File: src/rtl/hazard_ctrl_pkg.sv
// hazard_ctrl_pkg
//   Shared types for the pipeline hazard controller: FSM state encoding,
//   the bundle of per-register pipeline controls, and helpers that build
//   and resolve that bundle.
package hazard_ctrl_pkg;

    localparam int XLEN_DEF    = 32;
    localparam int RADDR_W_DEF = 5;
    localparam int CNT_W_DEF   = 32;

    typedef enum logic [1:0] {
        ST_RUN        = 2'd0,
        ST_DMEM_WAIT  = 2'd1,
        ST_REDIR_PEND = 2'd2,
        ST_HALTED     = 2'd3
    } state_t;

    // One bit per pipeline control output, in the order they reach the datapath.
    typedef struct packed {
        logic pc_hold;
        logic if_id_hold;
        logic if_id_flush;
        logic id_ex_hold;
        logic id_ex_bubble;
        logic ex_mem_hold;
        logic redirect;
        logic halted;
    } ctrl_t;

    // Every pipeline register keeps its value; nothing is flushed.
    function automatic ctrl_t ctrl_freeze();
        ctrl_t c;
        c             = '0;
        c.pc_hold     = 1'b1;
        c.if_id_hold  = 1'b1;
        c.id_ex_hold  = 1'b1;
        c.ex_mem_hold = 1'b1;
        return c;
    endfunction

    // A register told to both keep and clear must clear.
    function automatic ctrl_t ctrl_resolve(input ctrl_t c);
        ctrl_t r;
        r            = c;
        r.if_id_hold = c.if_id_hold & ~c.if_id_flush;
        r.id_ex_hold = c.id_ex_hold & ~c.id_ex_bubble;
        return r;
    endfunction

endpackage

File: src/rtl/hazard_ctrl_if.sv
// hazard_ctrl_if
//   Bundles the datapath-side status inputs and pipeline-control outputs of
//   hazard_ctrl.
//   master: datapath / testbench (drives i_*, observes o_*)
//   slave : hazard_ctrl          (observes i_*, drives o_*)
interface hazard_ctrl_if #(
    parameter int XLEN    = 32,
    parameter int RADDR_W = 5,
    parameter int CNT_W   = 32
);
    logic               i_id_valid;
    logic [RADDR_W-1:0] i_id_rs1;
    logic [RADDR_W-1:0] i_id_rs2;
    logic               i_id_rs1_used;
    logic               i_id_rs2_used;
    logic               i_ex_valid;
    logic               i_ex_mem_read;
    logic [RADDR_W-1:0] i_ex_rd;
    logic               i_ex_redirect;
    logic [XLEN-1:0]    i_ex_target;
    logic               i_mem_req;
    logic               i_dmem_ready;
    logic               i_imem_ready;
    logic               i_wb_halt;

    logic               o_pc_hold;
    logic               o_if_id_hold;
    logic               o_if_id_flush;
    logic               o_id_ex_hold;
    logic               o_id_ex_bubble;
    logic               o_ex_mem_hold;
    logic               o_redirect;
    logic [XLEN-1:0]    o_redirect_pc;
    logic               o_halted;
    logic [CNT_W-1:0]   o_stall_cnt;
    logic [CNT_W-1:0]   o_flush_cnt;

    modport master (
        output i_id_valid, i_id_rs1, i_id_rs2, i_id_rs1_used, i_id_rs2_used,
               i_ex_valid, i_ex_mem_read, i_ex_rd, i_ex_redirect, i_ex_target,
               i_mem_req, i_dmem_ready, i_imem_ready, i_wb_halt,
        input  o_pc_hold, o_if_id_hold, o_if_id_flush, o_id_ex_hold, o_id_ex_bubble,
               o_ex_mem_hold, o_redirect, o_redirect_pc, o_halted, o_stall_cnt, o_flush_cnt
    );

    modport slave (
        input  i_id_valid, i_id_rs1, i_id_rs2, i_id_rs1_used, i_id_rs2_used,
               i_ex_valid, i_ex_mem_read, i_ex_rd, i_ex_redirect, i_ex_target,
               i_mem_req, i_dmem_ready, i_imem_ready, i_wb_halt,
        output o_pc_hold, o_if_id_hold, o_if_id_flush, o_id_ex_hold, o_id_ex_bubble,
               o_ex_mem_hold, o_redirect, o_redirect_pc, o_halted, o_stall_cnt, o_flush_cnt
    );

endinterface

File: src/rtl/hazard_ctrl_detect.sv
// hazard_detect
//   Combinational load-use comparator. Flags when the load in EX writes a
//   register the instruction in ID actually reads. x0 never creates a hazard.
//   Ports: ID valid/sources/used flags, EX valid/mem_read/rd in;
//          o_load_use out.
module hazard_detect #(
    parameter int RADDR_W = 5
) (
    input  logic               i_id_valid,
    input  logic [RADDR_W-1:0] i_id_rs1,
    input  logic [RADDR_W-1:0] i_id_rs2,
    input  logic               i_id_rs1_used,
    input  logic               i_id_rs2_used,
    input  logic               i_ex_valid,
    input  logic               i_ex_mem_read,
    input  logic [RADDR_W-1:0] i_ex_rd,
    output logic               o_load_use
);
    logic rs1_hit;
    logic rs2_hit;

    assign rs1_hit    = i_id_rs1_used & (i_id_rs1 == i_ex_rd);
    assign rs2_hit    = i_id_rs2_used & (i_id_rs2 == i_ex_rd);
    assign o_load_use = i_ex_valid & i_ex_mem_read & (i_ex_rd != '0) &
                        i_id_valid & (rs1_hit | rs2_hit);

endmodule

File: src/rtl/hazard_ctrl.sv
// hazard_ctrl
//   Stall/flush scheduler for the 5-stage RV32I pipeline. Detects load-use
//   hazards, sequences control-transfer redirects (holding the target while
//   imem is busy), freezes the pipe during dmem waits, and parks it on halt.
//   Ports:
//     i_clk, i_rst : clock, synchronous active-high reset
//     bus (slave)  : ID/EX/MEM/WB status in; hold/flush/bubble/redirect
//                    controls, halted flag and stall/flush counters out
//   Controls are combinational from state + inputs; state, latched target
//   and counters are registered.
module hazard_ctrl
    import hazard_ctrl_pkg::*;
#(
    parameter int XLEN    = XLEN_DEF,
    parameter int RADDR_W = RADDR_W_DEF,
    parameter int CNT_W   = CNT_W_DEF
) (
    input  logic         i_clk,
    input  logic         i_rst,
    hazard_ctrl_if.slave bus
);
    state_t           state, state_nxt;
    ctrl_t            ctl_raw, ctl;
    logic [XLEN-1:0]  tgt_q;
    logic [XLEN-1:0]  rpc_raw, rpc;
    logic             tgt_load;
    logic             load_use;
    logic             dmem_busy;
    logic [CNT_W-1:0] stall_cnt, flush_cnt;

    hazard_detect #(.RADDR_W(RADDR_W)) u_detect (
        .i_id_valid    (bus.i_id_valid),
        .i_id_rs1      (bus.i_id_rs1),
        .i_id_rs2      (bus.i_id_rs2),
        .i_id_rs1_used (bus.i_id_rs1_used),
        .i_id_rs2_used (bus.i_id_rs2_used),
        .i_ex_valid    (bus.i_ex_valid),
        .i_ex_mem_read (bus.i_ex_mem_read),
        .i_ex_rd       (bus.i_ex_rd),
        .o_load_use    (load_use)
    );

    assign dmem_busy = bus.i_mem_req & ~bus.i_dmem_ready;

    always_comb begin
        ctl_raw   = '0;
        rpc_raw   = '0;
        tgt_load  = 1'b0;
        state_nxt = state;
        unique case (state)
            ST_RUN: begin
                if (bus.i_wb_halt) begin
                    ctl_raw   = ctrl_freeze();
                    state_nxt = ST_HALTED;
                end else if (dmem_busy) begin
                    ctl_raw   = ctrl_freeze();
                    state_nxt = ST_DMEM_WAIT;
                end else if (bus.i_ex_redirect) begin
                    ctl_raw.if_id_flush  = 1'b1;
                    ctl_raw.id_ex_bubble = 1'b1;
                    rpc_raw              = bus.i_ex_target;
                    if (bus.i_imem_ready) begin
                        ctl_raw.redirect = 1'b1;
                    end else begin
                        // Fetch cannot take the new PC yet; park it.
                        ctl_raw.pc_hold = 1'b1;
                        tgt_load        = 1'b1;
                        state_nxt       = ST_REDIR_PEND;
                    end
                end else if (load_use) begin
                    ctl_raw.pc_hold      = 1'b1;
                    ctl_raw.if_id_hold   = 1'b1;
                    ctl_raw.id_ex_bubble = 1'b1;
                end else if (!bus.i_imem_ready) begin
                    // Fetch bubble: nothing valid enters IF/ID.
                    ctl_raw.pc_hold     = 1'b1;
                    ctl_raw.if_id_flush = 1'b1;
                end
            end
            ST_DMEM_WAIT: begin
                if (bus.i_wb_halt) begin
                    ctl_raw   = ctrl_freeze();
                    state_nxt = ST_HALTED;
                end else if (!bus.i_dmem_ready) begin
                    ctl_raw = ctrl_freeze();
                end else begin
                    // Release cycle; a redirect still sitting in EX is
                    // picked up from RUN.
                    state_nxt = ST_RUN;
                end
            end
            ST_REDIR_PEND: begin
                if (bus.i_wb_halt) begin
                    ctl_raw   = ctrl_freeze();
                    state_nxt = ST_HALTED;
                end else begin
                    // EX holds a bubble here, so any i_ex_redirect is ignored.
                    rpc_raw             = tgt_q;
                    ctl_raw.if_id_flush = 1'b1;
                    if (dmem_busy) begin
                        ctl_raw.id_ex_hold  = 1'b1;
                        ctl_raw.ex_mem_hold = 1'b1;
                    end
                    if (bus.i_imem_ready) begin
                        ctl_raw.redirect = 1'b1;
                        state_nxt        = ST_RUN;
                    end else begin
                        ctl_raw.pc_hold = 1'b1;
                    end
                end
            end
            ST_HALTED: begin
                ctl_raw        = ctrl_freeze();
                ctl_raw.halted = 1'b1;
            end
            default: state_nxt = ST_RUN;
        endcase

        ctl = ctrl_resolve(ctl_raw);
        rpc = rpc_raw;
        // Outputs read as idle while reset is asserted.
        if (i_rst) begin
            ctl = '0;
            rpc = '0;
        end
    end

    always_ff @(posedge i_clk) begin
        if (i_rst) begin
            state     <= ST_RUN;
            tgt_q     <= '0;
            stall_cnt <= '0;
            flush_cnt <= '0;
        end else begin
            state     <= state_nxt;
            if (tgt_load) tgt_q <= bus.i_ex_target;
            stall_cnt <= stall_cnt + CNT_W'(ctl.pc_hold);
            flush_cnt <= flush_cnt + CNT_W'(ctl.if_id_flush);
        end
    end

    assign bus.o_pc_hold      = ctl.pc_hold;
    assign bus.o_if_id_hold   = ctl.if_id_hold;
    assign bus.o_if_id_flush  = ctl.if_id_flush;
    assign bus.o_id_ex_hold   = ctl.id_ex_hold;
    assign bus.o_id_ex_bubble = ctl.id_ex_bubble;
    assign bus.o_ex_mem_hold  = ctl.ex_mem_hold;
    assign bus.o_redirect     = ctl.redirect;
    assign bus.o_redirect_pc  = rpc;
    assign bus.o_halted       = ctl.halted;
    assign bus.o_stall_cnt    = stall_cnt;
    assign bus.o_flush_cnt    = flush_cnt;

endmodule

File: src/flat_wrapper.sv
// flat-port wrapper written by rule: the top's interface ports become plain ports
module hazard_ctrl_flat import hazard_ctrl_pkg::*;
#(
    parameter int XLEN    = XLEN_DEF,
    parameter int RADDR_W = RADDR_W_DEF,
    parameter int CNT_W   = CNT_W_DEF
)
  (i_clk, i_rst, bus_i_id_valid, bus_i_id_rs1, bus_i_id_rs2, bus_i_id_rs1_used, bus_i_id_rs2_used, bus_i_ex_valid, bus_i_ex_mem_read, bus_i_ex_rd, bus_i_ex_redirect, bus_i_ex_target, bus_i_mem_req, bus_i_dmem_ready, bus_i_imem_ready, bus_i_wb_halt, bus_o_pc_hold, bus_o_if_id_hold, bus_o_if_id_flush, bus_o_id_ex_hold, bus_o_id_ex_bubble, bus_o_ex_mem_hold, bus_o_redirect, bus_o_redirect_pc, bus_o_halted, bus_o_stall_cnt, bus_o_flush_cnt);
  hazard_ctrl_if #(.XLEN(XLEN), .RADDR_W(RADDR_W), .CNT_W(CNT_W)) bus_i ();
  input  logic i_clk;
  input  logic i_rst;
  input wire logic [$bits(bus_i.i_id_valid)-1:0] bus_i_id_valid;
  input wire logic [$bits(bus_i.i_id_rs1)-1:0] bus_i_id_rs1;
  input wire logic [$bits(bus_i.i_id_rs2)-1:0] bus_i_id_rs2;
  input wire logic [$bits(bus_i.i_id_rs1_used)-1:0] bus_i_id_rs1_used;
  input wire logic [$bits(bus_i.i_id_rs2_used)-1:0] bus_i_id_rs2_used;
  input wire logic [$bits(bus_i.i_ex_valid)-1:0] bus_i_ex_valid;
  input wire logic [$bits(bus_i.i_ex_mem_read)-1:0] bus_i_ex_mem_read;
  input wire logic [$bits(bus_i.i_ex_rd)-1:0] bus_i_ex_rd;
  input wire logic [$bits(bus_i.i_ex_redirect)-1:0] bus_i_ex_redirect;
  input wire logic [$bits(bus_i.i_ex_target)-1:0] bus_i_ex_target;
  input wire logic [$bits(bus_i.i_mem_req)-1:0] bus_i_mem_req;
  input wire logic [$bits(bus_i.i_dmem_ready)-1:0] bus_i_dmem_ready;
  input wire logic [$bits(bus_i.i_imem_ready)-1:0] bus_i_imem_ready;
  input wire logic [$bits(bus_i.i_wb_halt)-1:0] bus_i_wb_halt;
  output wire logic [$bits(bus_i.o_pc_hold)-1:0] bus_o_pc_hold;
  output wire logic [$bits(bus_i.o_if_id_hold)-1:0] bus_o_if_id_hold;
  output wire logic [$bits(bus_i.o_if_id_flush)-1:0] bus_o_if_id_flush;
  output wire logic [$bits(bus_i.o_id_ex_hold)-1:0] bus_o_id_ex_hold;
  output wire logic [$bits(bus_i.o_id_ex_bubble)-1:0] bus_o_id_ex_bubble;
  output wire logic [$bits(bus_i.o_ex_mem_hold)-1:0] bus_o_ex_mem_hold;
  output wire logic [$bits(bus_i.o_redirect)-1:0] bus_o_redirect;
  output wire logic [$bits(bus_i.o_redirect_pc)-1:0] bus_o_redirect_pc;
  output wire logic [$bits(bus_i.o_halted)-1:0] bus_o_halted;
  output wire logic [$bits(bus_i.o_stall_cnt)-1:0] bus_o_stall_cnt;
  output wire logic [$bits(bus_i.o_flush_cnt)-1:0] bus_o_flush_cnt;
  assign bus_i.i_id_valid = bus_i_id_valid;
  assign bus_i.i_id_rs1 = bus_i_id_rs1;
  assign bus_i.i_id_rs2 = bus_i_id_rs2;
  assign bus_i.i_id_rs1_used = bus_i_id_rs1_used;
  assign bus_i.i_id_rs2_used = bus_i_id_rs2_used;
  assign bus_i.i_ex_valid = bus_i_ex_valid;
  assign bus_i.i_ex_mem_read = bus_i_ex_mem_read;
  assign bus_i.i_ex_rd = bus_i_ex_rd;
  assign bus_i.i_ex_redirect = bus_i_ex_redirect;
  assign bus_i.i_ex_target = bus_i_ex_target;
  assign bus_i.i_mem_req = bus_i_mem_req;
  assign bus_i.i_dmem_ready = bus_i_dmem_ready;
  assign bus_i.i_imem_ready = bus_i_imem_ready;
  assign bus_i.i_wb_halt = bus_i_wb_halt;
  assign bus_o_pc_hold = bus_i.o_pc_hold;
  assign bus_o_if_id_hold = bus_i.o_if_id_hold;
  assign bus_o_if_id_flush = bus_i.o_if_id_flush;
  assign bus_o_id_ex_hold = bus_i.o_id_ex_hold;
  assign bus_o_id_ex_bubble = bus_i.o_id_ex_bubble;
  assign bus_o_ex_mem_hold = bus_i.o_ex_mem_hold;
  assign bus_o_redirect = bus_i.o_redirect;
  assign bus_o_redirect_pc = bus_i.o_redirect_pc;
  assign bus_o_halted = bus_i.o_halted;
  assign bus_o_stall_cnt = bus_i.o_stall_cnt;
  assign bus_o_flush_cnt = bus_i.o_flush_cnt;
  hazard_ctrl #(.XLEN(XLEN), .RADDR_W(RADDR_W), .CNT_W(CNT_W)) u_core (.i_clk(i_clk), .i_rst(i_rst), .bus(bus_i));
endmodule
File: config.mk
export PLATFORM = sky130hd
export DESIGN_NAME = hazard_ctrl_flat
export DESIGN_NICKNAME = d
export VERILOG_FILES = /design/src/rtl/hazard_ctrl_pkg.sv /design/src/rtl/hazard_ctrl_if.sv /design/src/rtl/hazard_ctrl_detect.sv /design/src/rtl/hazard_ctrl.sv /design/src/flat_wrapper.sv
export SDC_FILE = /design/constraint.sdc
export NUM_CORES = 1
export LEC_CHECK = 0
export ABC_AREA = 0
export ABC_CLOCK_PERIOD_IN_PS = 8200
export CORE_UTILIZATION = 52
export CTS_BUF_LIST = sky130_fd_sc_hd__clkbuf_8
export DETAILED_ROUTE_END_ITERATION = 6
export MAX_ROUTING_LAYER = met4
export PLACE_DENSITY = 0.88
export SETUP_SLACK_MARGIN = 0.02
export SYNTH_ARGS = -nofsm -noshare
export SYNTH_HDL_FRONTEND = slang
export SYNTH_SLANG_ARGS = --single-unit
File: constraint.sdc
create_clock -name i_clk -period 8.2 [get_ports i_clk]
set_input_delay 1.64 -clock i_clk [delete_from_list [all_inputs] [get_ports i_clk]]
set_output_delay 1.64 -clock i_clk [all_outputs]
set_load 0.01 [all_outputs]
Word-level counts from Yosys, hierarchy flattened
Cells that the tools add are included.
W data, S select, Z words.
{"block": "word_totals", "inputBits": 59, "latchBits": 0, "register_bits": 98, "wordCells": 74, "n_memories": 0, "ramBits": 0, "mem_bits_ro": 0}
{"block": "classes", "muxes": 42, "bitwise": 13, "n_shift": 0, "div": 0, "magnitude_cmp": 0, "eq_ne": 9, "mul": 0, "n_addsub": 2, "reduce_logical": 4}
{"op": "$mux W32", "count": 5}
{"op": "$add A32 B1 Y32", "count": 2}
{"op": "$pmux W32 S2", "count": 1}
{"op": "$mux W8", "count": 4}
{"op": "$pmux W8 S4", "count": 1}
{"op": "$mux W2", "count": 10}
{"op": "$mux W1", "count": 19}
{"op": "$eq A5 B5 Y1", "count": 2}
{"op": "$and A1 B1 Y1", "count": 9}
{"op": "$ne A4 B3 Y1 const B", "count": 2}
{"op": "$ne A3 B3 Y1 const B", "count": 2}
{"op": "$pmux W2 S3", "count": 1}
{"op": "$reduce_and A5 Y1", "count": 1}
{"op": "$reduce_bool A5 Y1", "count": 1}
{"op": "$eq A2 B2 Y1 const B", "count": 2}
{"op": "$mux W3", "count": 1}
{"op": "$not A1 Y1", "count": 3}
{"op": "$reduce_bool A3 Y1", "count": 1}
{"op": "$eq A2 B1 Y1 const B", "count": 1}
{"op": "$logic_not A2 Y1", "count": 1}
{"op": "$or A1 B1 Y1", "count": 1}

Logic depth before layout (Yosys ltp)
Gate-level depths: netlist of run 1.
{"block": "logic_depth", "depth_word": 13, "mapped_depth": 14, "depth_no_buf": 12}

Hierarchy
Synthesis of run 1 repeated with hierarchy kept, for this count alone.
{"block": "hier_totals", "hier_cells": 639, "hier_area_um2": 5071.1}
{"module": "hazard_ctrl", "instances": 1, "cells_per_inst": 622, "area_per_inst_um2": 4939.7}
{"module": "hazard_detect", "instances": 1, "cells_per_inst": 17, "area_per_inst_um2": 131.4}

Least setup slack after synthesis of run 1
OpenSTA, ideal clock, no wires.
{"block": "synth_timing", "kind": "in2out", "startpoint": "input port bus_i_ex_rd[1]", "endpoint": "output port bus_o_if_id_flush", "arrival_time_ns": 2.945, "slack_ns": 3.615, "path_buffers": 0, "path_stages": 4, "path_cell_list": "or4_1 > o2111ai_1 > nor3_1 > a221oi_1"}
{"block": "synth_via", "elab_chain_len": 10, "word_cells_on_any_way": 15, "cone_classes": "eq/ne: 2; mux: 6; bitwise: 6; reduce/logical: 1"}
{"item": "from (decl)", "line_no": "flat_wrapper.sv:19", "text": "input wire logic [$bits(bus_i.i_ex_rd)-1:0] bus_i_ex_rd;"}
{"item": "$eq A5 B5 Y1 (tied with other cells)", "line_no": "hazard_ctrl_detect.sv:22", "text": "assign rs1_hit = i_id_rs1_used & (i_id_rs1 == i_ex_rd);"}
{"item": "$and A1 B1 Y1, on equally long branches", "line_no": "hazard_ctrl_detect.sv:22, hazard_ctrl_detect.sv:23, hazard_ctrl_detect.sv:24"}
{"item": "$or A1 B1 Y1 / $and A1 B1 Y1 (equally long branches)", "line_no": "hazard_ctrl_detect.sv:25, hazard_ctrl_detect.sv:24"}
{"item": "$and A1 B1 Y1 *", "line_no": "hazard_ctrl_detect.sv:25", "text": "i_id_valid & (rs1_hit | rs2_hit);"}
{"item": "$mux W1 *", "line_no": "hazard_ctrl.sv:70", "text": "end else if (load_use) begin"}
{"item": "$mux W1 *", "line_no": "hazard_ctrl.sv:58", "text": "end else if (bus.i_ex_redirect) begin"}
{"item": "$mux W3 *", "line_no": "hazard_ctrl.sv:55", "text": "end else if (dmem_busy) begin"}
{"item": "$mux W8 *", "line_no": "hazard_ctrl.sv:52", "text": "if (bus.i_wb_halt) begin"}
{"item": "$pmux W8 S4 *", "line_no": "hazard_ctrl.sv:50", "text": "unique case (state)"}
{"item": "$mux W8 *", "line_no": "hazard_ctrl.sv:122", "text": "if (i_rst) begin"}
{"item": "to (decl)", "line_no": "flat_wrapper.sv:28", "text": "output wire logic [$bits(bus_i.o_if_id_flush)-1:0] bus_o_if_id_flush;"}
Every way passes the cells marked *; elsewhere a longest branch is shown, timed or not.

Worst setup path in the final report of run 1
{"block": "layout_timing", "startpoint": "input port bus_i_wb_halt", "endpoint": "output port bus_o_if_id_flush"}
{"block": "layout_via", "elab_chain_len": 3, "word_cells_on_any_way": 5, "cone_classes": "mux: 5"}
{"item": "from (decl)", "line_no": "flat_wrapper.sv:25", "text": "input wire logic [$bits(bus_i.i_wb_halt)-1:0] bus_i_wb_halt;"}
{"item": "$mux W2 (tied with other cells)", "line_no": "hazard_ctrl.sv:93", "text": "if (bus.i_wb_halt) begin"}
{"item": "$pmux W8 S4 *", "line_no": "hazard_ctrl.sv:50"}
{"item": "$mux W8 *", "line_no": "hazard_ctrl.sv:122"}
Marked as above.

==> results of run 1 <==
==> per-layer routing <==
layer	part of all wire	GRT usage	vias to the layer above
met3	0.059	0.0548	34
met4	0.024	0.115	0
li1	-	-	2598
met1	0.42	0.344	2537
met2	0.50	0.482	214
met5	0	-	-
==> cells by family (layout without fill, tap and decap cells) <==
family,Yosys count,in the layout
AND/OR/NAND/NOR,243,243
flip-flops,98,98
multiplexers,5,5
AO/OA/AOI/OAI,189,189
XOR/XNOR,30,30
adder cells (fa/ha/maj),9,9
buffers and inverters,65,200
==> stage by stage <==
step	std cells	util	instance area [um^2]	setup slack [ns]	total power, mW
6_report	903	0.738	6880	2.09	0.970
4_1_cts	903	0.738	6880	2.13	0.974
3_3_place_gp	887	0.718	6700	2.23	0.677
2_1_floorplan	639	-	5070	3.62	0.603
3_5_place_dp	887	0.718	6700	2.15	0.683
5_1_grt	903	0.738	6880	1.91	1.01
==> registers in the layout (all words and copies together) (netlist names) <==
name                    cells
u_core.bus.o_flush_cnt     32
u_core.state                2
u_core.tgt_q               32
u_core.bus.o_stall_cnt     32
==> how the worst max path moves through the flow <==
stage / endpoint
floorplan: bus_o_if_id_flush
global placement: bus_o_if_id_flush
detailed placement: bus_o_if_id_flush
CTS: bus_o_if_id_flush
global route: bus_o_if_id_flush
finish: bus_o_if_id_flush
==> Yosys cell counts, types with 2 or more instances <==
master | number | area [um^2]
dfxtp_1 | 98 | 1960
a21oi_1 | 67 | 335
nor2_1 | 64 | 240
o21ai_0 | 54 | 270
nand3_1 | 51 | 255
clkbuf_1 | 36 | 135
a22oi_1 | 32 | 240
nand2_1 | 22 | 82.6
inv_1 | 18 | 67.6
nand4_1 | 18 | 113
or3_1 | 17 | 106
or4_1 | 16 | 120
xnor2_1 | 16 | 140
o31ai_1 | 14 | 105
xor2_1 | 14 | 123
and4_1 | 10 | 87.6
nor2b_1 | 10 | 62.6
ha_1 | 9 | 113
and3_1 | 7 | 43.8
buf_1 | 7 | 26.3
nor3_1 | 7 | 35.0
nand2b_1 | 5 | 31.3
nor4_1 | 5 | 31.3
mux2_2 | 4 | 45.0
o311ai_0 | 4 | 35.0
o41ai_1 | 4 | 35.0
and2_1 | 3 | 18.8
a2111o_1 | 2 | 22.5
a31oi_1 | 2 | 12.5
buf_2 | 2 | 10.0
o211ai_1 | 2 | 15.0
o22a_1 | 2 | 17.5
or2_2 | 2 | 12.5
or3_2 | 2 | 15.0
==> cells in the final DEF, fill, tap and decap left out, types with 3 or more instances in the layout <==
| master | Yosys | routed |
|---|---|---|
| nand3_1 | 51 | 51 |
| a21oi_1 | 67 | 67 |
| o41ai_1 | 4 | 4 |
| nor2_1 | 64 | 64 |
| nor2b_1 | 10 | 9 |
| or4_1 | 16 | 16 |
| xnor2_1 | 16 | 16 |
| nor4_1 | 5 | 5 |
| xor2_1 | 14 | 14 |
| o311ai_0 | 4 | 4 |
| or3_1 | 17 | 17 |
| and2_1 | 3 | 3 |
| nand4_1 | 18 | 18 |
| inv_1 | 18 | 18 |
| nor3_1 | 7 | 7 |
| clkbuf_8 | 0 | 10 |
| mux2_2 | 4 | 4 |
| and4_1 | 10 | 9 |
| nand2_1 | 22 | 22 |
| ha_1 | 9 | 9 |
| o31ai_1 | 14 | 14 |
| buf_4 | 0 | 4 |
| nand2b_1 | 5 | 5 |
| a22oi_1 | 32 | 32 |
| and3_1 | 7 | 7 |
| dfxtp_1 | 98 | 98 |
| o21ai_0 | 54 | 54 |
| clkdlybuf4s50_1 | 0 | 161 |
| inv_6 | 0 | 3 |
==> final cells by class <==
| type | count | area, um^2 | share of cell area |
|---|---|---|---|
| clock buffers | 10 | 138 | 0.0200 |
| clock inverters | 6 | 47.5 | 0.00691 |
| inverters | 19 | 71.3 | 0.0104 |
| multi-input cells | 476 | 2860 | 0.416 |
| flip-flops and latches | 98 | 1960 | 0.285 |
| well taps | 129 | 161 | 0.0235 |
| repair buffers | 165 | 1640 | 0.239 |
==> worst register-to-register path, delay by kind of cell, from the launching register on <==
kind            cells  cell delay (ns)
simple gates        4             1.60
fa+ha+maj           3             1.00
compound gates      1             0.45
mux                 1             0.37
buf+inv             2             0.59
flops               1             0.37
==> power by group <==
group          switching, mW  internal, mW  total [mW]
Combinational          0.102        0.0813       0.183
Sequential           0.00722         0.485       0.492
Clock                  0.173         0.122       0.295
Total                  0.282         0.688       0.970
==> metrics.txt, run 1 <==
Max stage delay on crit path=0.63 ns; largest net degree at the start of global routing=100; Setup TNS Final=0 ns; Hold WS=0.480 ns; post-synthesis compound-gate area fraction=0.224; Crit path top cell by count=clkdlybuf4s50_1; DR iter-0 viols=~480; family with the most delay on the worst path=buffers and inverters; Clock Skew=~0.014 ns; area grow syn2layout=35.8%; postcts setup bufs=0; number of global-route vias before repair=5,019; number of H-tree levels=3; via count=approximately 5,400; Crit. End Element=output pin; initial antenna violation count=0; Post-synth EDFFs=0; Worst Path Max Fanout=66; #FFs+latches synth=98; # diodes=0; clock-pin slew on the worst setup and hold paths=0.10 ns; buffer and inverter count on the worst path=4; num ports=around 160; Post-Synth Simple-Gate Area=0.254; CTS-repair resized insts=0; Required @ worst endpoint=about 6.6 ns; share of layout cells above drive strength 1=0.0426; sequential fraction of the synthesis area=0.387; R2R depth=11; actual slew at the worst max-slew pin=1.28 ns; Synth Warn #=0; CP max-delay cell=clkdlybuf4s50_1; status=finished clean; Pleak=2.17 nW; Synth cell types=47; mux cell area share after synthesis=0.0109; reg2reg end=u_core.bus.o_flush_cnt[28]; HPWL Detailed=9.95 mm; total congestion overflow=0; critical path startpoint=bus_i_wb_halt; xor/xnor cell area share of the yosys netlist=0.0518; nets=between 800 and 900; Post-synth ARST share=0; synthesized instance count=639; GRT Resource Usage Total=0.289; CP Depth=7; RSZ-0062 raised after global routing=false; port bufs=162; Tcrit/Tclk final=0.745; Initial Util=0.543; WL final=14.4 mm; worst vdd ir=104 uV; Primary FF master, synth=dfxtp_1; number of core rows=35; Antenna Violating Nets Remaining=0; fin. max-slew vios=0; Power Dens Cells=141 nW/um^2; Num CTS Buffers=9; Die Wd=101 um; vias per inst=roughly 6.0; fillcell total=715; DRC=0; Max-slew headroom=0.140; Clock Latency Late Sink=0.36 ns; worst hold endpoint=u_core.tgt_q[27]; min cycle time layout=6.11 ns; first-pass GRT wire length=23.2 mm; first-pass detailed-route iteration total=6; Setup-failing EPs final=0; Final Hold Fails=0; Adder-Cell Fraction of Synth Area=0.0222; cts hold-fix bufs=0; flop2flop setup slack=3.73 ns; core area=9330 um^2; CTS Root Buffer Type=clkbuf_8; main combinational cell family by area after synthesis=simple AND/OR/NAND/NOR gates; highest clock rate=164 MHz; CP arrival=4.47 ns; GP Congestion=just under 0.9; R2R Path Start=u_core.state[0]; post-DR wirelength/cell=16.0 um; # clock sinks=98; Mean Syn Cell Area=7.93 um^2; syn nets=between 700 and 800; sequence of cells on the critical path=clkdlybuf4s50_1 -> inv_1 -> and4_2 -> buf_4 -> nor2_1 -> a221oi_1 -> clkdlybuf4s50_1; CTS Buffer Depth=2; maxcap violations=0; worst min-delay path startpoint=u_core.tgt_q[27]; Die Height=a little over 100 um; Die ar.=between 10,000 and 15,000 um^2; Startpoint Class=input pin; Crit Path Class=in2out; hold depth=2; CTS tree=done; Syn Std Cell Area=5070 um^2; worst min-delay path category=reg2reg
Note: power is estimated with default switching activity, not from simulation.
==> run 2, diff against run 1 <==
--- a/config.mk
+++ b/config.mk
@@ -6,12 +6,12 @@
 export NUM_CORES = 1
 export LEC_CHECK = 0
 export ABC_AREA = 0
-export ABC_CLOCK_PERIOD_IN_PS = 8200
-export CORE_UTILIZATION = 52
+export ABC_CLOCK_PERIOD_IN_PS = 5000
+export CORE_UTILIZATION = 43
 export CTS_BUF_LIST = sky130_fd_sc_hd__clkbuf_8
 export DETAILED_ROUTE_END_ITERATION = 6
 export MAX_ROUTING_LAYER = met4
-export PLACE_DENSITY = 0.88
+export PLACE_DENSITY = 0.77
 export SETUP_SLACK_MARGIN = 0.02
 export SYNTH_ARGS = -nofsm -noshare
 export SYNTH_HDL_FRONTEND = slang
==> constraint.sdc (replaced) <==
create_clock -name i_clk -period 5 [get_ports i_clk]
set_input_delay 1 -clock i_clk [delete_from_list [all_inputs] [get_ports i_clk]]
set_output_delay 1 -clock i_clk [all_outputs]
set_load 0.01 [all_outputs]
==> run 2 against run 1 <==
Net effect: critical path depth fell by 1; sequential power rose by 64%; first-iteration DRC count fell by 12%; routed wire length fell by 1.7%; die area rose by 20%; register-to-register slack got worse by 2.5 ns; design area rose by 1.7%; non-clock buffer count rose by 7; setup slack got worse by 1.5 ns; global-route usage fell by 5.8 points; clock power rose by 80%; via count fell by 0.32%; critical endpoint unchanged; largest power group unchanged.
==> metrics.txt, run 2 (synthesized netlist as in run 1, its figures left out) <==
Clock Skew=0.0108 ns (-0.00305 ns); CP arrival=3.43 ns (-1.04 ns); family with the most delay on the worst path=buffers and inverters; nets=844 (+0.84%); Setup-failing EPs final=0 (unchanged); area grow syn2layout=38.1%; CTS Buffer Depth=2 (unchanged); fin. max-slew vios=0 (unchanged); HPWL Detailed=9.79 mm (-1.7%); worst min-delay path startpoint=u_core.tgt_q[15]; clock-pin slew on the worst setup and hold paths=0.09 ns (about the same); maxcap violations=0 (unchanged); worst vdd ir=139 uV (+34%); buffer and inverter count on the worst path=2 (-2); Power Dens Cells=236 nW/um^2 (+67%); CTS-repair resized insts=0 (unchanged); Antenna Violating Nets Remaining=0 (unchanged); first-pass detailed-route iteration total=5 (-1); vias per inst=5.81 (-2.6%); Die Wd=111 um (+9.8%); num ports=163 (unchanged); DR iter-0 viols=421 (-12%); port bufs=162 (unchanged); Max stage delay on crit path=0.62 ns (about the same); postcts setup bufs=0 (unchanged); Clock Latency Late Sink=0.37 ns (about the same); min cycle time layout=4.43 ns; actual slew at the worst max-slew pin=1.18 ns (-0.104 ns); # diodes=0 (unchanged); CTS tree=done; CTS Root Buffer Type=clkbuf_8; Crit. End Element=output pin; Initial Util=0.442 (-0.101); commonest non-fill, non-tap cell in the layout=clkdlybuf4s50_1; cts hold-fix bufs=0 (unchanged); Worst Path Max Fanout=4 (-94%); flop2flop setup slack=1.27 ns (-2.46 ns); R2R Path Start=u_core.state[0]; Critical Path Sink=bus_o_if_id_flush; GP Congestion=0.852 (-4.4%); status=finished clean; Total Power=1.65 mW (+70%); Die Height=111 um (+9.8%); first-pass GRT wire length=23.1 mm (about the same); core area=11,500 um^2 (+23%); via count=5,366 (-0.32%); WL final=14.2 mm (-1.7%); clock share of power=0.322 (+0.018); R2R depth=10 (-1); DRC=0 (unchanged); switching power=0.465 mW (+65%); CP max-delay cell=clkdlybuf4s50_1; Crit path top cell by count=clkdlybuf4s50_1; Setup TNS Final=0 ns (unchanged); highest clock rate=226 MHz; # clock sinks=98 (unchanged); critical path startpoint=bus_i_ex_rd[1]; fillcell total=1,017 (+42%); Crit Path Class=in2out; GRT Resource Usage Total=0.231 (-0.0577); number of global-route vias before repair=4,896 (-2.5%); Flop pwr share=0.488 (-0.019); CP Depth=6 (-1); largest net degree at the start of global routing=65 (-35%); initial antenna violation count=0 (unchanged); Final Hold Fails=0 (unchanged); Pleak=2.23 nW (+2.5%); combinational cell fraction of total power=0.189 (about the same); Startpoint Class=input pin; total congestion overflow=0 (unchanged); share of layout cells above drive strength 1=0.0499 (+0.00730); worst min-delay path category=reg2reg; Pint=1.19 mW (+72%); Max-slew headroom=0.210 (+0.0705); RSZ-0062 raised after global routing=false; reg2reg end=u_core.bus.o_stall_cnt[29]; Die ar.=12,200 um^2 (+20%); Tcrit/Tclk final=0.886; post-DR wirelength/cell=15.4 um (-3.9%); number of H-tree levels=3 (unchanged); Sw Share=0.282 (-0.00890); most frequent cells in the layout=clkdlybuf4s50_1 (161), dfxtp_1 (98), a21oi_1 (67); Num CTS Buffers=9 (unchanged); number of core rows=39 (+11%); Required @ worst endpoint=4.00 ns (-2.56 ns); sequence of cells on the critical path=clkdlybuf4s50_1 -> or4_1 -> o2111ai_1 -> nor3_1 -> a221oi_1 -> clkdlybuf4s50_1
-- run 2: worst min-delay path by stage --
stage / end / slack, ns / depth (start not counted)
5_1_grt: u_core.tgt_q[29] / 0.50 / 2
4_1_cts: u_core.tgt_q[1] / 0.48 / 2
3_5_place_dp: u_core.tgt_q[1] / 0.47 / 2
6_report: u_core.tgt_q[15] / 0.48 / 2
3_3_place_gp: u_core.tgt_q[1] / 0.46 / 2
2_1_floorplan: u_core.tgt_q[0] / 0.45 / 2
-- run 2: power by group through the flow --
stage	sequential, mW	clock [mW]	combinational (mW)
final	0.807	0.532	0.313
after global placement	0.824	0	0.293
after detailed placement	0.824	0	0.299
after CTS	0.807	0.546	0.301
after global routing	0.809	0.569	0.339
after floorplan	0.824	0	0.165
-- run 2: layout make-up --
| type | instances | area, um^2 | share of cell area |
|---|---|---|---|
| clock inverter | 6 | 63.8 | 0.00912 |
| inverter | 19 | 71.3 | 0.0102 |
| sequential | 98 | 1960 | 0.280 |
| clock buffer | 10 | 138 | 0.0197 |
| tap | 143 | 179 | 0.0256 |
| timing repair buffer | 172 | 1730 | 0.247 |
| multi-input combinational | 476 | 2860 | 0.409 |
-- run 2: routing by layer --
| metal | GRT usage | part of all wire | up-vias |
|---|---|---|---|
| li1 | - | - | 2623 |
| met1 | 0.275 | 0.43 | 2525 |
| met2 | 0.391 | 0.50 | 196 |
| met3 | 0.0488 | 0.060 | 22 |
| met4 | 0.0702 | 0.016 | 0 |
| met5 | - | 0 | - |
-- run 2: worst reg2reg max path, delay by kind of cell (launching register included) --
kind,cells,cell delay [ns]
adder cells (fa/ha/maj),2,0.74
flip-flops,1,0.37
AO/OA/AOI/OAI,3,0.83
multiplexers,1,0.37
buffers and inverters,1,0.10
AND/OR/NAND/NOR,3,1.23
-- run 2: stage by stage --
| step | worst slack, ns | cells | hold WS (ns) | utilization | instance area, um^2 |
|---|---|---|---|---|---|
| detailed placement | 0.396 | 907 | 0.468 | 0.591 | 6770 |
| floorplan | 1.12 | 639 | 0.454 | - | 5070 |
| global placement | 0.502 | 907 | 0.460 | 0.591 | 6770 |
| global route | 0.474 | 924 | 0.503 | 0.610 | 7000 |
| CTS | 0.598 | 923 | 0.480 | 0.608 | 6970 |
| finish | 0.570 | 924 | 0.479 | 0.610 | 7000 |
==> run 3, diff against run 2 <==
--- a/config.mk
+++ b/config.mk
@@ -10,6 +10,7 @@
 export CORE_UTILIZATION = 43
 export CTS_BUF_LIST = sky130_fd_sc_hd__clkbuf_8
 export DETAILED_ROUTE_END_ITERATION = 6
+export GPL_TIMING_DRIVEN = 0
 export MAX_ROUTING_LAYER = met4
 export PLACE_DENSITY = 0.77
 export SETUP_SLACK_MARGIN = 0.02
==> run 3 against run 2 <==
Net effect: setup slack lost 0.32 ns; cell count grew 4.0%; total power grew 5.6%; flip-flop and latch count is the same; maximum frequency shrank 6.8%; die area is the same; critical endpoint is now bus_o_redirect_pc[29]; routed wire length grew 11%; design area grew 1.7%; via count grew 5.3%; clock-buffer cell count is the same.
==> metrics.txt, run 3 (synthesized netlist as in run 1, its figures left out) <==
Required @ worst endpoint=4.00 ns (about the same); via count=5,649 (+5.3%); total congestion overflow=0 (unchanged); vias per inst=5.88 (+1.2%); CTS Buffer Depth=2 (unchanged); Crit Path Class=in2out; Clock Skew=0.00745 ns (-0.00335 ns); commonest non-fill, non-tap cell in the layout=clkdlybuf4s50_1; CTS tree=done; initial antenna violation count=0 (unchanged); CTS-repair resized insts=0 (unchanged); Die Height=111 um (unchanged); WL final=15.7 mm (+11%); nets=882 (+4.5%); num ports=163 (unchanged); Post-DP Area=6860 um^2 (+1.3%); HPWL Detailed=11.6 mm (+18%); Die ar.=12,200 um^2 (unchanged); core area=11,500 um^2 (unchanged); GP Congestion=0.897 (+5.4%); DRC=0 (unchanged); fillcell total=1,019 (+0.20%); Pleak=2.25 nW (+1.2%); actual slew at the worst max-slew pin=0.609 ns (-0.571 ns); min cycle time layout=4.75 ns (+0.325 ns); Setup TNS Final=0 ns (unchanged); Power Dens Cells=245 nW/um^2 (+3.8%); worst min-delay path category=reg2reg; maxcap violations=0 (unchanged); CP arrival=3.75 ns (+0.32 ns); Setup-failing EPs final=0 (unchanged); Tcrit/Tclk final=0.951 (+0.0650); number of core rows=39 (unchanged); DR iter-0 viols=475 (+13%); cts hold-fix bufs=0 (unchanged); Final Hold Fails=0 (unchanged); Antenna Violating Nets Remaining=0 (unchanged); port bufs=161 (-0.62%); Crit. End Element=output pin; Startpoint Class=input pin; highest clock rate=210 MHz (-6.8%); Register Area=1960 um^2 (unchanged); # clock sinks=98 (unchanged); post-DR wirelength/cell=16.3 um (+6.3%); first-pass GRT wire length=25.7 mm (+11%); share of layout cells above drive strength 1=0.0379 (-0.0120); postcts setup bufs=0 (unchanged); Die Wd=111 um (unchanged); area of the multi-input gates=2850 um^2 (-0.26%); CTS Root Buffer Type=clkbuf_8; number of global-route vias before repair=5,308 (+8.4%); most frequent cells in the layout=clkdlybuf4s50_1 (161), dfxtp_1 (98), a21oi_1 (67); Clock Latency Late Sink=0.37 ns (about the same); fin. max-slew vios=0 (unchanged); Initial Util=0.442 (unchanged); status=finished clean; worst vdd ir=229 uV (+64%); first-pass detailed-route iteration total=5 (unchanged); GRT Resource Usage Total=0.261 (+0.0299); Worst Path Max Fanout=10 (+6); Max-slew headroom=0.594 (+0.383); post-layout instance area=7120 um^2 (+1.7%); area grow syn2layout=40.5%; # diodes=0 (unchanged); Num CTS Buffers=9 (unchanged); RSZ-0062 raised after global routing=false; number of H-tree levels=3 (unchanged); clock-pin slew on the worst setup and hold paths=0.09 ns (about the same); largest net degree at the start of global routing=16 (-75%)
==> run 3: changes by cell type in the layout (fill, tap and decap cells not counted), moves of 2 or more <==
cell and delta:
buf_1 +7, buf_2 +2, buf_4 -6, bufinv_16 +2
clkbuf_1 +36, inv_6 -2
==> run 3: power by group <==
| group | internal, mW | switching (mW) | total [mW] | leakage (nW) |
|---|---|---|---|---|
| combinational | 0.139 | 0.176 | 0.314 | 1.34 |
| clock | 0.342 | 0.281 | 0.623 | 0.118 |
| sequential | 0.795 | 0.0121 | 0.807 | 0.791 |
==> run 3: worst paths after layout <==
check                   startpoint                         end  slack (ns)  depth (start not counted)
setup / recovery  bus_i_dmem_ready       bus_o_redirect_pc[29]        0.25                          8
hold / removal     u_core.tgt_q[3]             u_core.tgt_q[3]        0.48                          2
setup reg to reg   u_core.state[0]  u_core.bus.o_stall_cnt[14]        1.04                         13
hold reg to reg    u_core.tgt_q[3]             u_core.tgt_q[3]        0.48                          2
==> run 3: area by class of cell <==
type,count,share of cell area
multi-input cells,476,0.401
repair buffers,164,0.229
clock inverters,5,0.0144
clock buffers,10,0.0193
inverters,19,0.0100
well taps,143,0.0251
plain buffers,46,0.0257
flip-flops and latches,98,0.275
==> run 3: stage by stage <==
stage / hold slack, ns / util / cells / total power, mW / worst slack, ns
final: 0.480 / 0.621 / 961 / 1.74 / 0.245
after global routing: 0.506 / 0.621 / 961 / 1.82 / 0.103
after CTS: 0.480 / 0.619 / 958 / 1.75 / 0.275
after detailed placement: 0.467 / 0.598 / 943 / 1.14 / -0.0963
after global placement: 0.460 / 0.598 / 943 / 1.13 / 0.0116
after floorplan: 0.454 / - / 639 / 0.989 / 1.12
==> run 3: critical path, stage by stage <==
cell,delay (ns)
clkdlybuf4s50_1,0.55
nand2b_1,0.23
and4_1,0.25
clkbuf_1,0.42
buf_1,0.43
a22oi_1,0.17
nor2_1,0.14
clkdlybuf4s50_1,0.56
==> run 3: per-layer routing <==
layer | share of wire | global-route usage | wire length, um | vias to the layer above
met5 | 0 | - | 0 | -
met2 | 0.49 | 0.428 | 7670 | 222
li1 | - | - | - | 2698
met4 | 0.014 | 0.0764 | 217 | 0
met1 | 0.44 | 0.322 | 6890 | 2710
met3 | 0.058 | 0.0565 | 911 | 19
